## src/rtl/mem_pkg.sv

```systemverilog
// Shared types and helpers for the data-port arbiter and its response tracker.
package mem_pkg;

    // Native data/address width of the memory manager's data port.
    localparam int MEM_WIDTH = 32;

    // Access size codes as carried on the request and memory buses.
    typedef enum logic [2:0] {
        SZ_B = 3'd0,
        SZ_H = 3'd1,
        SZ_W = 3'd2,
        SZ_D = 3'd3,
        SZ_Q = 3'd4
    } size_e;

    // One requester's payload, bundled so both requesters are handled alike.
    typedef struct packed {
        logic                 write;
        logic [MEM_WIDTH-1:0] addr;
        logic [2:0]           bytes;
        logic                 is_unsigned;
        logic [MEM_WIDTH-1:0] wdata;
    } mem_req_t;

    // True when the access cannot be serviced: the size exceeds the port width
    // or the address is not aligned to the access size.
    function automatic logic is_misaligned(input logic [MEM_WIDTH-1:0] addr,
                                           input logic [2:0]           bytes,
                                           input int                   width);
        logic [MEM_WIDTH-1:0] mask;
        if ((32'd1 << bytes) > 32'(width / 8)) begin
            return 1'b1;
        end
        mask = (MEM_WIDTH'(1) << bytes) - MEM_WIDTH'(1);
        return (addr & mask) != '0;
    endfunction

endpackage

```

## src/rtl/mem_port_arbiter_rsp_tracker.sv

```systemverilog
// One-deep response slot for a single requester. A grant in cycle N produces
// the response pulse in cycle N+1; load data is steered from the memory read
// bus, stores and errors return zero data.
module arb_rsp_tracker #(
    parameter int WIDTH = 32
) (
    input  logic             clk,
    input  logic             rst_n,
    input  logic             grant,
    input  logic             is_read,
    input  logic             err,
    input  logic [WIDTH-1:0] m_rd_data,
    output logic             rsp_valid,
    output logic [WIDTH-1:0] rsp_rdata,
    output logic             rsp_err
);

    logic slot_read;
    logic slot_err;

    // Capture the kind of access granted this cycle; reset drops any pending slot.
    always_ff @(posedge clk or negedge rst_n) begin
        if (!rst_n) begin
            rsp_valid <= 1'b0;
            slot_read <= 1'b0;
            slot_err  <= 1'b0;
        end else begin
            rsp_valid <= grant;
            slot_read <= grant & is_read;
            slot_err  <= grant & err;
        end
    end

    assign rsp_err   = rsp_valid & slot_err;
    assign rsp_rdata = (rsp_valid & slot_read) ? m_rd_data : '0;

endmodule

```

## src/rtl/mem_port_arbiter.sv

```systemverilog
// Shares the memory manager's data load/store port between the core LSU
// (requester 0) and the debug/DMA master (requester 1). One read and one write
// may issue together; a write is held off for the cycle after a dual issue
// whose read and write hit different words, because the memory manager defers
// that write and cannot accept another behind it.
//
// Handshake: a request transfers on any cycle where valid && ready. ready is a
// combinational grant that may depend on valid and payload; the requester must
// hold its payload stable while valid && !ready. Responses have no
// backpressure and arrive exactly one cycle after the transfer.
module mem_port_arbiter
    import mem_pkg::*;
#(
    parameter int WIDTH    = 32,
    parameter int MAX_WAIT = 4
) (
    input  logic             clk,
    input  logic             rst_n,

    input  logic             r0_req_valid,
    output logic             r0_req_ready,
    input  logic             r0_req_write,
    input  logic [WIDTH-1:0] r0_req_addr,
    input  logic [2:0]       r0_req_bytes,
    input  logic             r0_req_unsigned,
    input  logic [WIDTH-1:0] r0_req_wdata,
    output logic             r0_rsp_valid,
    output logic [WIDTH-1:0] r0_rsp_rdata,
    output logic             r0_rsp_err,

    input  logic             r1_req_valid,
    output logic             r1_req_ready,
    input  logic             r1_req_write,
    input  logic [WIDTH-1:0] r1_req_addr,
    input  logic [2:0]       r1_req_bytes,
    input  logic             r1_req_unsigned,
    input  logic [WIDTH-1:0] r1_req_wdata,
    output logic             r1_rsp_valid,
    output logic [WIDTH-1:0] r1_rsp_rdata,
    output logic             r1_rsp_err,

    output logic [WIDTH-1:0] m_wr_addr,
    output logic             m_we,
    output logic [2:0]       m_wr_bytes,
    output logic [WIDTH-1:0] m_wr_data,
    output logic [WIDTH-1:0] m_rd_addr,
    output logic             m_re,
    output logic [2:0]       m_rd_bytes,
    output logic             m_rd_unsigned,
    input  logic [WIDTH-1:0] m_rd_data
);

    // WIDTH must equal MEM_WIDTH so the payload fits the shared request struct.
    localparam int BYTES = WIDTH / 8;
    localparam int ALIGN = $clog2(BYTES);
    localparam int CW    = $clog2(MAX_WAIT + 1);

    mem_req_t        req0;
    mem_req_t        req1;
    logic            err0, err1;
    logic            rd0, rd1;
    logic            wr0, wr1;
    logic            wr_free;
    logic            r1_prio;
    logic            rd_sel1;
    logic            wr_sel1;
    logic            wr_block;
    logic            wr_block_next;
    logic [CW-1:0]   starve_cnt;

    assign req0 = {r0_req_write, r0_req_addr, r0_req_bytes, r0_req_unsigned, r0_req_wdata};
    assign req1 = {r1_req_write, r1_req_addr, r1_req_bytes, r1_req_unsigned, r1_req_wdata};

    // Classify each request: error (no port), legal read, or legal write.
    always_comb begin
        err0 = r0_req_valid & is_misaligned(req0.addr, req0.bytes, WIDTH);
        err1 = r1_req_valid & is_misaligned(req1.addr, req1.bytes, WIDTH);
        rd0  = r0_req_valid & ~err0 & ~req0.write;
        rd1  = r1_req_valid & ~err1 & ~req1.write;
        wr0  = r0_req_valid & ~err0 &  req0.write;
        wr1  = r1_req_valid & ~err1 &  req1.write;
    end

    assign wr_free = ~wr_block;
    assign r1_prio = (starve_cnt == CW'(MAX_WAIT));

    // Grant: the priority holder takes its port if available; the other
    // requester gets whatever port the holder did not claim. Errors use no port.
    always_comb begin
        r0_req_ready = 1'b0;
        r1_req_ready = 1'b0;
        if (rst_n) begin
            if (r1_prio) begin
                r1_req_ready = err1 | rd1 | (wr1 & wr_free);
                r0_req_ready = err0 | (rd0 & ~rd1) | (wr0 & wr_free & ~wr1);
            end else begin
                r0_req_ready = err0 | rd0 | (wr0 & wr_free);
                r1_req_ready = err1 | (rd1 & ~rd0) | (wr1 & wr_free & ~wr0);
            end
        end
    end

    // Drive the memory ports from whichever granted request owns each port.
    always_comb begin
        rd_sel1       = r1_req_ready & rd1;
        wr_sel1       = r1_req_ready & wr1;
        m_re          = (r0_req_ready & rd0) | rd_sel1;
        m_we          = (r0_req_ready & wr0) | wr_sel1;
        m_rd_addr     = rd_sel1 ? req1.addr        : req0.addr;
        m_rd_bytes    = rd_sel1 ? req1.bytes       : req0.bytes;
        m_rd_unsigned = rd_sel1 ? req1.is_unsigned : req0.is_unsigned;
        m_wr_addr     = wr_sel1 ? req1.addr        : req0.addr;
        m_wr_bytes    = wr_sel1 ? req1.bytes       : req0.bytes;
        m_wr_data     = wr_sel1 ? req1.wdata       : req0.wdata;
        wr_block_next = m_re & m_we &
                        (m_rd_addr[WIDTH-1:ALIGN] != m_wr_addr[WIDTH-1:ALIGN]);
    end

    // Track requester 1 starvation and the one-cycle write block after a deferred write.
    always_ff @(posedge clk or negedge rst_n) begin
        if (!rst_n) begin
            starve_cnt <= '0;
            wr_block   <= 1'b0;
        end else begin
            wr_block <= wr_block_next;
            if (!r1_req_valid || r1_req_ready) begin
                starve_cnt <= '0;
            end else if (starve_cnt != CW'(MAX_WAIT)) begin
                starve_cnt <= starve_cnt + CW'(1);
            end
        end
    end

    arb_rsp_tracker #(.WIDTH(WIDTH)) u_rsp0 (
        .clk       (clk),
        .rst_n     (rst_n),
        .grant     (r0_req_ready),
        .is_read   (rd0),
        .err       (err0),
        .m_rd_data (m_rd_data),
        .rsp_valid (r0_rsp_valid),
        .rsp_rdata (r0_rsp_rdata),
        .rsp_err   (r0_rsp_err)
    );

    arb_rsp_tracker #(.WIDTH(WIDTH)) u_rsp1 (
        .clk       (clk),
        .rst_n     (rst_n),
        .grant     (r1_req_ready),
        .is_read   (rd1),
        .err       (err1),
        .m_rd_data (m_rd_data),
        .rsp_valid (r1_rsp_valid),
        .rsp_rdata (r1_rsp_rdata),
        .rsp_err   (r1_rsp_err)
    );

endmodule

```

## config.mk

```make
export PLATFORM = sky130hd
export DESIGN_NAME = mem_port_arbiter
export DESIGN_NICKNAME = d
export VERILOG_FILES = /design/src/rtl/mem_pkg.sv /design/src/rtl/mem_port_arbiter_rsp_tracker.sv /design/src/rtl/mem_port_arbiter.sv
export SDC_FILE = /design/constraint.sdc
export NUM_CORES = 1
export LEC_CHECK = 0
export CAP_MARGIN = 20
export CORE_AREA = 5 5 134 136
export DETAILED_ROUTE_END_ITERATION = 7
export DIE_AREA = 0 0 139 141
export DONT_BUFFER_PORTS = 1
export PLACE_DENSITY = 0.39
export SLEW_MARGIN = 5
export SYNTH_ARGS = -nofsm -noshare
export SYNTH_HDL_FRONTEND = slang
export SYNTH_SLANG_ARGS = --single-unit
```

## constraint.sdc

```tcl
create_clock -name clk -period 2.78 [get_ports clk]
set_input_delay 0.139 -clock clk [delete_from_list [all_inputs] [get_ports clk]]
set_output_delay 0.139 -clock clk [all_outputs]
set_load 0.05 [all_outputs]
```

==> results of run 1 <==
==> metal layers <==
| metal | vias up | track usage | routed length (um) |
|---|---|---|---|
| met2 | 240 | 0.257 | 7880 |
| met5 | - | 0 | 0 |
| met3 | 10 | 0.0444 | 1450 |
| met4 | 0 | 0.0216 | 195 |
| met1 | 1455 | 0.139 | 5390 |
| li1 | 1345 | - | - |
==> cell usage after synthesis (all sizes together) (2+ instances only) <==
master and n:
o22ai 2, ha 6, inv 9, a211o 2, or4 5, and2 4, mux2 101, nand4 4
a21oi 3, nand3 5, nand2 9, nor4 10, o21ai 2, buf 12, nor3 3, o31a 2
or2 2, or3 3, o211ai 2, xnor2 11, o2111ai 2, a21o 3, xor2 21, a211oi 2
and3 65, clkbuf 15, nor2b 7, nor2 10, dfrtp 10, nand2b 4
==> layout make-up <==
| type | instances | area (um^2) | share of cell area |
|---|---|---|---|
| Sequential cell | 10 | 250 | 0.0581 |
| Tap cell | 225 | 282 | 0.0653 |
| Multi-Input combinational cell | 304 | 3070 | 0.712 |
| Timing Repair Buffer | 41 | 586 | 0.136 |
| Antenna cell | 1 | 2.50 | 0.000581 |
| Inverter | 9 | 33.8 | 0.00784 |
| Clock buffer | 4 | 88.8 | 0.0206 |
==> power by group through the flow <==
stage          Combinational (mW)  Clock, mW  Sequential [mW]
4_1_cts                     0.643      0.292            0.165
2_1_floorplan               0.565          0            0.161
3_5_place_dp                0.612          0            0.167
3_3_place_gp                0.613          0            0.166
5_1_grt                     0.672      0.305            0.168
6_report                    0.647      0.288            0.165
==> critical path: stages <==
cell	delay, ps
or3_4	380
ha_4	260
nor2b_1	30
or4_4	490
a221oi_4	260
nand2_2	120
a211oi_4	250
buf_6	200
clkbuf_16	170
mux2_4	380
==> sequential cells by signal (all words and copies together), names as in the netlist <==
name / cells
u_rsp0.slot_read: 1
u_rsp1.rsp_valid: 1
u_rsp1.slot_read: 1
u_rsp0.rsp_valid: 1
wr_block: 1
u_rsp0.slot_err: 1
u_rsp1.slot_err: 1
starve_cnt: 3
==> kinds of logic after synthesis <==
group / count (synthesis) / share of synthesized area
buf+inv: 36 / 0.0644
simple gates: 134 / 0.266
compound gates: 30 / 0.0837
flops: 10 / 0.0837
mux: 102 / 0.384
xor+xnor: 32 / 0.0937
fa+ha+maj: 6 / 0.0251
==> repair_timing <==
item	CTS	global route
resized for setup	39	12
endpoints found under the setup margin	101	105
pin swaps	6	3
buffers inserted	6	4
hold buffers	2	0
gates cloned	4	4
hold endpoints to repair	11	0
==> placed cells by master (no fill, tap or decap), drive strengths merged, types with 3 or more instances in the layout <==
cell type	n
dfrtp	10
nor2b	7
nand2	9
or3	3
nor2	10
nand2b	4
xor2	21
inv	9
xnor2	11
ha	6
and3	65
or4	5
a21o	3
nor3	3
and2	4
buf	36
a21oi	3
nand3	5
mux2	101
clkbuf	7
nand4	4
nor4	10
==> stage by stage <==
step | std cells | total power, mW | utilization | hold slack [ps]
2_1_floorplan | 350 | 0.726 | - | -157
3_3_place_gp | 569 | 0.779 | 0.221 | -155
3_5_place_dp | 569 | 0.779 | 0.221 | -155
4_1_cts | 585 | 1.10 | 0.245 | 50.0
5_1_grt | 594 | 1.14 | 0.256 | 67.0
6_report | 594 | 1.10 | 0.256 | 49.7
==> path summary, 6_finish.rpt <==
path | start | endpoint | slack [ps] | depth (start not counted)
max | r1_req_bytes[0] | m_rd_addr[23] | -50 | 10
min | r1_req_valid | starve_cnt[0] | 50 | 2
max reg2reg | starve_cnt[0] | starve_cnt[1] | 610 | 8
min reg2reg | wr_block | wr_block | 720 | 3
max in group asynchronous | rst_n | u_rsp0.rsp_valid | 2110 | 1
min in group asynchronous | rst_n | starve_cnt[2] | 320 | 1
==> flow_summary.json, run 1 <==
{
  "outcome": "complete, but fails checks",
  "violations": "setup timing",
  "die_w_um": 139,
  "hpwl_mm": 11.9,
  "post_drt_via_cell_ratio": 5.13,
  "switching_share": 0.474,
  "rows": 48,
  "syn-cell-area_um2": 2990,
  "path_clk_slew_ps": 40,
  "skew_ps": 2.21,
  "routabilityCongestion": 0.771,
  "synth_edf_count": 0,
  "drive_gt1_frac": 0.451,
  "syn_inst": 350,
  "ant_nets": 0,
  "h-tree-depth": 1,
  "grt_overflow_total": 0,
  "slew_violations": 0,
  "rsz0062_at_grt": "yes",
  "dp_slack_ps": -177,
  "fillers": 1758,
  "synth.largest_area_cell": "mux2_2",
  "finalInstanceArea_um2": 4310,
  "pwr-share-clk": 0.262,
  "ir_worst_vdd_v": 0.000154,
  "drc_errors": 0,
  "port-buffer-count": 0,
  "vias": 3050,
  "layout.nets": 549,
  "wire_per_inst_um": 25.1,
  "cts_tree": "yes",
  "worstSetupStartpointType": "primary input",
  "syn_to_final_growth_pct": 44.1,
  "grt_pass1_wl_mm": 20.5,
  "drt-total-wl_mm": 14.9,
  "syn_nets": 530,
  "seq_area_frac_synth": 0.0837,
  "root_buffer": "clkbuf_16",
  "hold_path_class": "primary input to register",
  "crit_fanout": 6,
  "pwr-share-seq": 0.150,
  "syn_area_per_cell_um2": 8.54,
  "io_pins": 349,
  "antenna_found_initial": 1,
  "arrival_ps": 2690,
  "fmax_mhz": 353,
  "hold_viol_final": 0,
  "synthFlopType": "dfrtp_1",
  "place_area_um2": 3710,
  "clock_sinks": 10,
  "p_sw_uw": 522,
  "relSlewSlack": 0.458,
  "synth_area_leaders": "mux2_2 31%, and3_1 14%, dfrtp_1 8.4%, mux2_1 7.5%, xor2_1 6.2%",
  "p_leak_nw": 2.14,
  "setup_violations": 39,
  "critPathKind": "primary input to output pin",
  "fin_crit_ps": 2830,
  "power_density_nw_per_um2": 255,
  "crit_required_ps": 2640,
  "design.core.area_um2": 16800,
  "numCtsBuffers": 3,
  "drt_iter0_drc": 101,
  "worstSetupEndpointType": "output pin",
  "grt_max_degree": 35,
  "initial_utilization": 0.178,
  "drtPass1Iterations": 4,
  "setup_tns_ps": -733,
  "setup_ws_ps": -49.0,
  "max-cap-violations": 0,
  "cts_buffer_depth": 2,
  "synth_seq_cells": 10,
  "yosysTopAreaCellShare": 0.305,
  "p_int_uw": 579,
  "synth_cell_types": 49,
  "fin_crit_sh": 1.02,
  "gr-usage-all-layers": 0.132,
  "die_area_um2": 19600,
  "grt_pass1_vias": 3192,
  "pwr-share-comb": 0.588,
  "yosysWarnings": 0,
  "worst_pin_slew_ps": 813,
  "die_y_um": 141,
  "synthArstFlopShare": 1.00,
  "clk-insertion-delay-late_ps": 240
}
Note: power is estimated with default switching activity, not from simulation.
==> run 2, diff against run 1 <==
--- a/config.mk
+++ b/config.mk
@@ -10,8 +10,10 @@
 export DETAILED_ROUTE_END_ITERATION = 7
 export DIE_AREA = 0 0 139 141
 export DONT_BUFFER_PORTS = 1
-export PLACE_DENSITY = 0.39
+export PLACE_DENSITY = 0.4
+export SKIP_CTS_REPAIR_TIMING = 1
 export SLEW_MARGIN = 5
 export SYNTH_ARGS = -nofsm -noshare
 export SYNTH_HDL_FRONTEND = slang
+export SYNTH_HIERARCHICAL = 1
 export SYNTH_SLANG_ARGS = --single-unit
==> flow_summary.json, run 2 <==
{
  "met2_length_mm": 7.31,
  "crit_path_top_delay_cell": "or3_4",
  "seqCellArea_um2": 250,
  "hold_viol_final": 1,
  "ir_worst_vdd_v": 0.000169,
  "slew_violations": 0,
  "arrival_ps": 2610,
  "crit_chain": "or3_4, ha_4, inv_2, a221o_1, nor4b_4, nand4_2, nand4b_1, buf_6, buf_8, mux2_4, buf_12",
  "met1_length_mm": 5.46,
  "grt_pass1_wl_mm": 19.4,
  "hpwl_mm": 11.5,
  "hold_end": "starve_cnt[0]",
  "worstSetupStartpointType": "primary input",
  "fin_crit_ps": 2750,
  "die_area_um2": 19600,
  "p_leak_nw": 2.22,
  "p_int_uw": 630,
  "cts_tree": "yes",
  "syn_nets": 530,
  "cpPeakStageDelay_ps": 390,
  "grt_max_degree": 39,
  "worstSetupEndpointType": "output pin",
  "syn_inst": 350,
  "vias": 3019,
  "crit_required_ps": 2640,
  "synth_seq_cells": 10,
  "drtPass1Iterations": 4,
  "p_total_mw": 1.15,
  "r2r_start": "starve_cnt[0]",
  "clk-insertion-delay-late_ps": 230,
  "power_density_nw_per_um2": 260,
  "synth_commonest_cells": "66 x and3_1, 55 x mux2_2, 43 x mux2_4, 33 x xnor2_1, 17 x inv_1",
  "pwr-share-clk": 0.242,
  "routabilityCongestion": 0.819,
  "stdcell_count": 605,
  "dp_cells": 596,
  "synth_mux_area_frac": 0.408,
  "path_buf_inv": 4,
  "wl_met3_mm": 1.14,
  "utilization": 0.262,
  "fin_crit_sh": 0.990,
  "synth_xor_area_frac": 0.0902,
  "yosysWarnings": 6,
  "root_buffer": "clkbuf_16",
  "synth_cell_types": 49,
  "regMostFlops": "starve_cnt",
  "seq_area_frac_synth": 0.0781,
  "critPathKind": "primary input to output pin",
  "cts_buffer_depth": 2,
  "worst_pin_slew_ps": 828,
  "rrSetupSlack_ps": 700,
  "yosysMostFrequentCell": "and3_1",
  "drt_iter0_drc": 133,
  "drc_errors": 0,
  "wire_per_inst_um": 23.2,
  "yosysTopAreaCellShare": 0.201,
  "rsz0062_at_grt": "yes",
  "fillers": 1762,
  "r2r_end": "u_rsp1/slot_read",
  "critPathTopFamily": "simple AND/OR/NAND/NOR gates",
  "pwr-share-seq": 0.143,
  "skew_ps": 1.28,
  "outcome": "complete, but fails checks",
  "largest_reg_flops": 3,
  "synthFlopType": "dfrtp_1",
  "synth_fa_ha_area_frac": 0.0234,
  "clock_sinks": 10,
  "relSlewSlack": 0.448,
  "synthArstFlopShare": 1.00,
  "drive_gt1_frac": 0.453,
  "layout.nets": 561,
  "synth_top_family_by_area": "multiplexers",
  "worst_hold_slack_ps": -1.79,
  "synth_area_leaders": "mux2_4 20%, mux2_2 19%, and3_1 13%, xnor2_1 9.0%, dfrtp_1 7.8%",
  "die_y_um": 141,
  "crit_fanout": 8,
  "hold_path_class": "primary input to register",
  "syn-cell-area_um2": 3200,
  "synthSimpleGateAreaFrac": 0.253,
  "hold_depth": 1,
  "fmax_mhz": 363,
  "io_pins": 349,
  "pwr-share-comb": 0.615,
  "post_drt_via_cell_ratio": 4.99,
  "numCtsBuffers": 3,
  "rows": 48,
  "final_cell_mix": "79 x mux2_4, 66 x and3_1, 33 x xnor2_1",
  "h-tree-depth": 1,
  "setup_violations": 0,
  "ant_nets": 0,
  "switching_share": 0.450,
  "mostFrequentLayoutCell": "mux2_4",
  "grt_pass1_vias": 3101,
  "min_from": "rst_n",
  "r2r_cells": 10,
  "antenna_found_initial": 1,
  "design.core.area_um2": 16800,
  "multiInputGateArea_um2": 2930,
  "violations": "hold timing",
  "synth_compound_area_frac": 0.0703,
  "syn_area_per_cell_um2": 9.16,
  "gr-usage-all-layers": 0.122,
  "drt-total-wl_mm": 14.1,
  "syn_to_final_growth_pct": 37.3,
  "initial_utilization": 0.191,
  "synth.largest_area_cell": "mux2_4",
  "max-cap-violations": 0,
  "synth_edf_count": 0,
  "highest_layer": "met4",
  "die_w_um": 139,
  "port-buffer-count": 0,
  "grt_overflow_total": 0,
  "path_clk_slew_ps": 40,
  "n_antenna_cell": 0,
  "p_sw_uw": 516
}
==> run 2: cell types whose count changed in the layout (fill, tap and decap cells not counted), moves of 6 or more <==
cell     before  now
xnor2_1      11   33
buf_6        10    2
xor2_1       21    0
mux2_2        4   22
buf_12        7   28
nor2_1       10    4
and2_1        3   11
mux2_4       97   79
inv_1         8   15
==> run 2: routing by layer <==
layer	vias up	GRT usage
li1	1355	-
met4	0	0.0227
met1	1452	0.139
met5	-	0
met2	204	0.230
met3	8	0.0339
==> run 2: final cells by class <==
type / count / area share
repair buffers: 51 / 0.179
flip-flops and latches: 10 / 0.0569
clock buffers: 4 / 0.0202
well taps: 225 / 0.0640
inverters: 17 / 0.0145
multi-input cells: 298 / 0.666
==> run 2: worst max path at each step <==
stage                         start       endpoint  slack (ps)  cells past startpoint
CTS                 r0_req_bytes[0]  m_rd_addr[31]        -150                      9
detailed placement  r0_req_bytes[0]  m_rd_addr[31]        -140                      9
finish              r0_req_bytes[2]   m_rd_addr[0]          30                     11
global route        r0_req_bytes[2]   m_wr_data[3]         -70                     10
floorplan           r0_req_bytes[1]  m_rd_bytes[2]           1                     11
global placement    r0_req_bytes[0]  m_rd_addr[31]         -70                      9
==> run 2: through the flow <==
step	TNS, ps	hold slack, ps	cell area, um^2	worst slack [ps]
2_1_floorplan	0	-157	3250	1.33
3_3_place_gp	-723	-155	4060	-68.6
3_5_place_dp	-3870	-155	4060	-139
4_1_cts	-4170	-405	4140	-147
5_1_grt	-2740	0.763	4400	-65.6
6_report	0	-1.79	4400	26.4
==> run 2: cells by family after synthesis <==
| group | count (synthesis) |
|---|---|
| AO/OA/AOI/OAI | 29 |
| XOR/XNOR | 33 |
| adder cells (fa/ha/maj) | 6 |
| buffers and inverters | 42 |
| flip-flops | 10 |
| multiplexers | 102 |
| AND/OR/NAND/NOR | 128 |
==> run 2: power by group through the flow <==
stage	sequential [mW]	combinational, mW	clock, mW
5_1_grt	0.166	0.732	0.295
4_1_cts	0.163	0.680	0.286
3_3_place_gp	0.164	0.678	0
6_report	0.163	0.705	0.277
2_1_floorplan	0.160	0.542	0
3_5_place_dp	0.165	0.678	0
==> run 3, diff against run 2 <==
--- a/config.mk
+++ b/config.mk
@@ -6,11 +6,13 @@
 export NUM_CORES = 1
 export LEC_CHECK = 0
 export CAP_MARGIN = 20
-export CORE_AREA = 5 5 134 136
+export CELL_PAD_IN_SITES_DETAIL_PLACEMENT = 1
+export CELL_PAD_IN_SITES_GLOBAL_PLACEMENT = 1
+export CORE_AREA = 5 5 132 134
 export DETAILED_ROUTE_END_ITERATION = 7
-export DIE_AREA = 0 0 139 141
+export DIE_AREA = 0 0 137 139
 export DONT_BUFFER_PORTS = 1
-export PLACE_DENSITY = 0.4
+export PLACE_DENSITY = 0.53
 export SKIP_CTS_REPAIR_TIMING = 1
 export SLEW_MARGIN = 5
 export SYNTH_ARGS = -nofsm -noshare
==> flow_summary.json, run 3 (synthesis gave the netlist of run 2 again) <==
{
  "outcome": "complete, but fails checks",
  "violations": "hold timing, setup timing",
  "crit_fanout": 8,
  "relSlewSlack": 0.419,
  "die_y_um": 139,
  "utilization": 0.301,
  "met2_length_mm": 8.79,
  "wire_per_inst_um": 26.9,
  "fin_crit_ps": 2860,
  "crit_start": "r0_req_bytes[2]",
  "h-tree-depth": 1,
  "r2r_start": "starve_cnt[0]",
  "fillers": 1829,
  "mostFrequentLayoutCell": "mux2_4",
  "io_pins": 349,
  "gr-usage-all-layers": 0.141,
  "initial_utilization": 0.198,
  "r2r_cells": 10,
  "worst_hold_slack_ps": -3.09,
  "rsz0062_at_grt": "yes",
  "layout.nets": 582,
  "ant_nets": 0,
  "path_clk_slew_ps": 40,
  "power_density_nw_per_um2": 244,
  "skew_ps": 2.26,
  "arrival_ps": 2730,
  "stdcell_count": 621,
  "rows": 47,
  "drtPass1Iterations": 6,
  "drt-total-wl_mm": 16.7,
  "grt_overflow_total": 0,
  "slew_violations": 0,
  "max-cap-violations": 0,
  "hpwl_mm": 12.9,
  "wl_met3_mm": 1.48,
  "p_leak_nw": 2.54,
  "crit_required_ps": 2640,
  "grt_pass1_wl_mm": 21.1,
  "port-buffer-count": 0,
  "final_cell_mix": "98 x mux2_4, 66 x and3_1, 33 x xnor2_1, 33 x buf_12, 20 x buf_4",
  "min_from": "rst_n",
  "fmax_mhz": 349,
  "drc_errors": 0,
  "numCtsBuffers": 3,
  "worstSetupStartpointType": "primary input",
  "post_drt_via_cell_ratio": 5.19,
  "hold_depth": 1,
  "clk-insertion-delay-late_ps": 240,
  "n_antenna_cell": 0,
  "fin_crit_sh": 1.03,
  "hold_path_class": "primary input to register",
  "highest_layer": "met4",
  "design.core.area_um2": 16200,
  "grt_pass1_vias": 3295,
  "root_buffer": "clkbuf_16",
  "worst_pin_slew_ps": 872,
  "die_area_um2": 19000,
  "cts_buffer_depth": 2,
  "dp_cells": 597,
  "rrSetupSlack_ps": 590,
  "largest_reg_flops": 3,
  "setup_ws_ps": -84.8,
  "endpoint": "m_rd_addr[31]",
  "drive_gt1_frac": 0.484,
  "grt_max_degree": 42,
  "syn_to_final_growth_pct": 52.0,
  "antenna_found_initial": 0,
  "worstSetupEndpointType": "output pin",
  "vias": 3220,
  "critPathKind": "primary input to output pin",
  "hold_viol_final": 1,
  "clock_sinks": 10,
  "p_total_mw": 1.19,
  "ir_worst_vdd_v": 0.000159,
  "met1_length_mm": 6.24,
  "setup_violations": 43,
  "drt_iter0_drc": 115,
  "die_w_um": 137,
  "cts_tree": "yes",
  "r2r_end": "u_rsp1/slot_read",
  "routabilityCongestion": 0.748,
  "regMostFlops": "starve_cnt"
}
==> run 3: cell count changes in the layout (fill, tap and decap cells not counted), sizes merged <==
cell / delta
buf: +15
clkbuf: +6
==> run 3: metal layers <==
layer | vias up | track usage
li1 | 1400 | -
met1 | 1594 | 0.158
met2 | 212 | 0.266
met3 | 14 | 0.0356
met4 | 0 | 0.0263
met5 | - | 0
==> run 3: power breakdown <==
part	leakage [nW]	switching (mW)	internal [mW]	total, mW
combinational	2.36	0.453	0.287	0.739
sequential	0.135	0.0137	0.150	0.164
clock	0.0442	0.0703	0.217	0.287
==> run 3: layout make-up <==
cell class	instances	area, um^2	area share
inverters	17	63.8	0.0131
well taps	220	275	0.0565
repair buffers	72	1160	0.238
clock buffers	4	88.8	0.0182
flip-flops and latches	10	250	0.0514
multi-input cells	298	3030	0.622
==> run 3: critical path, stage by stage <==
cell,delay [ps]
or3_4,380
ha_4,270
inv_2,30
a221o_1,340
nor4b_4,340
nand4_2,190
nand4b_1,250
buf_4,170
clkbuf_16,140
mux2_4,310
buf_12,150
==> run 3: worst min-delay path by stage <==
| stage | slack (ps) | endpoint |
|---|---|---|
| 2_1_floorplan | -160 | starve_cnt[0] |
| 3_3_place_gp | -160 | starve_cnt[2] |
| 3_5_place_dp | -160 | starve_cnt[2] |
| 4_1_cts | -410 | starve_cnt[2] |
| 5_1_grt | 7 | starve_cnt[1] |
| 6_report | -3 | starve_cnt[1] |
==> run 3: stage by stage <==
stage / setup WS, ps / TNS, ps / instance area, um^2
CTS: -163 / -8740 / 4220
global route: -215 / -10250 / 4870
floorplan: 1.33 / 0 / 3250
global placement: -52.5 / -809 / 4130
detailed placement: -155 / -8070 / 4130
finish: -84.8 / -1750 / 4870
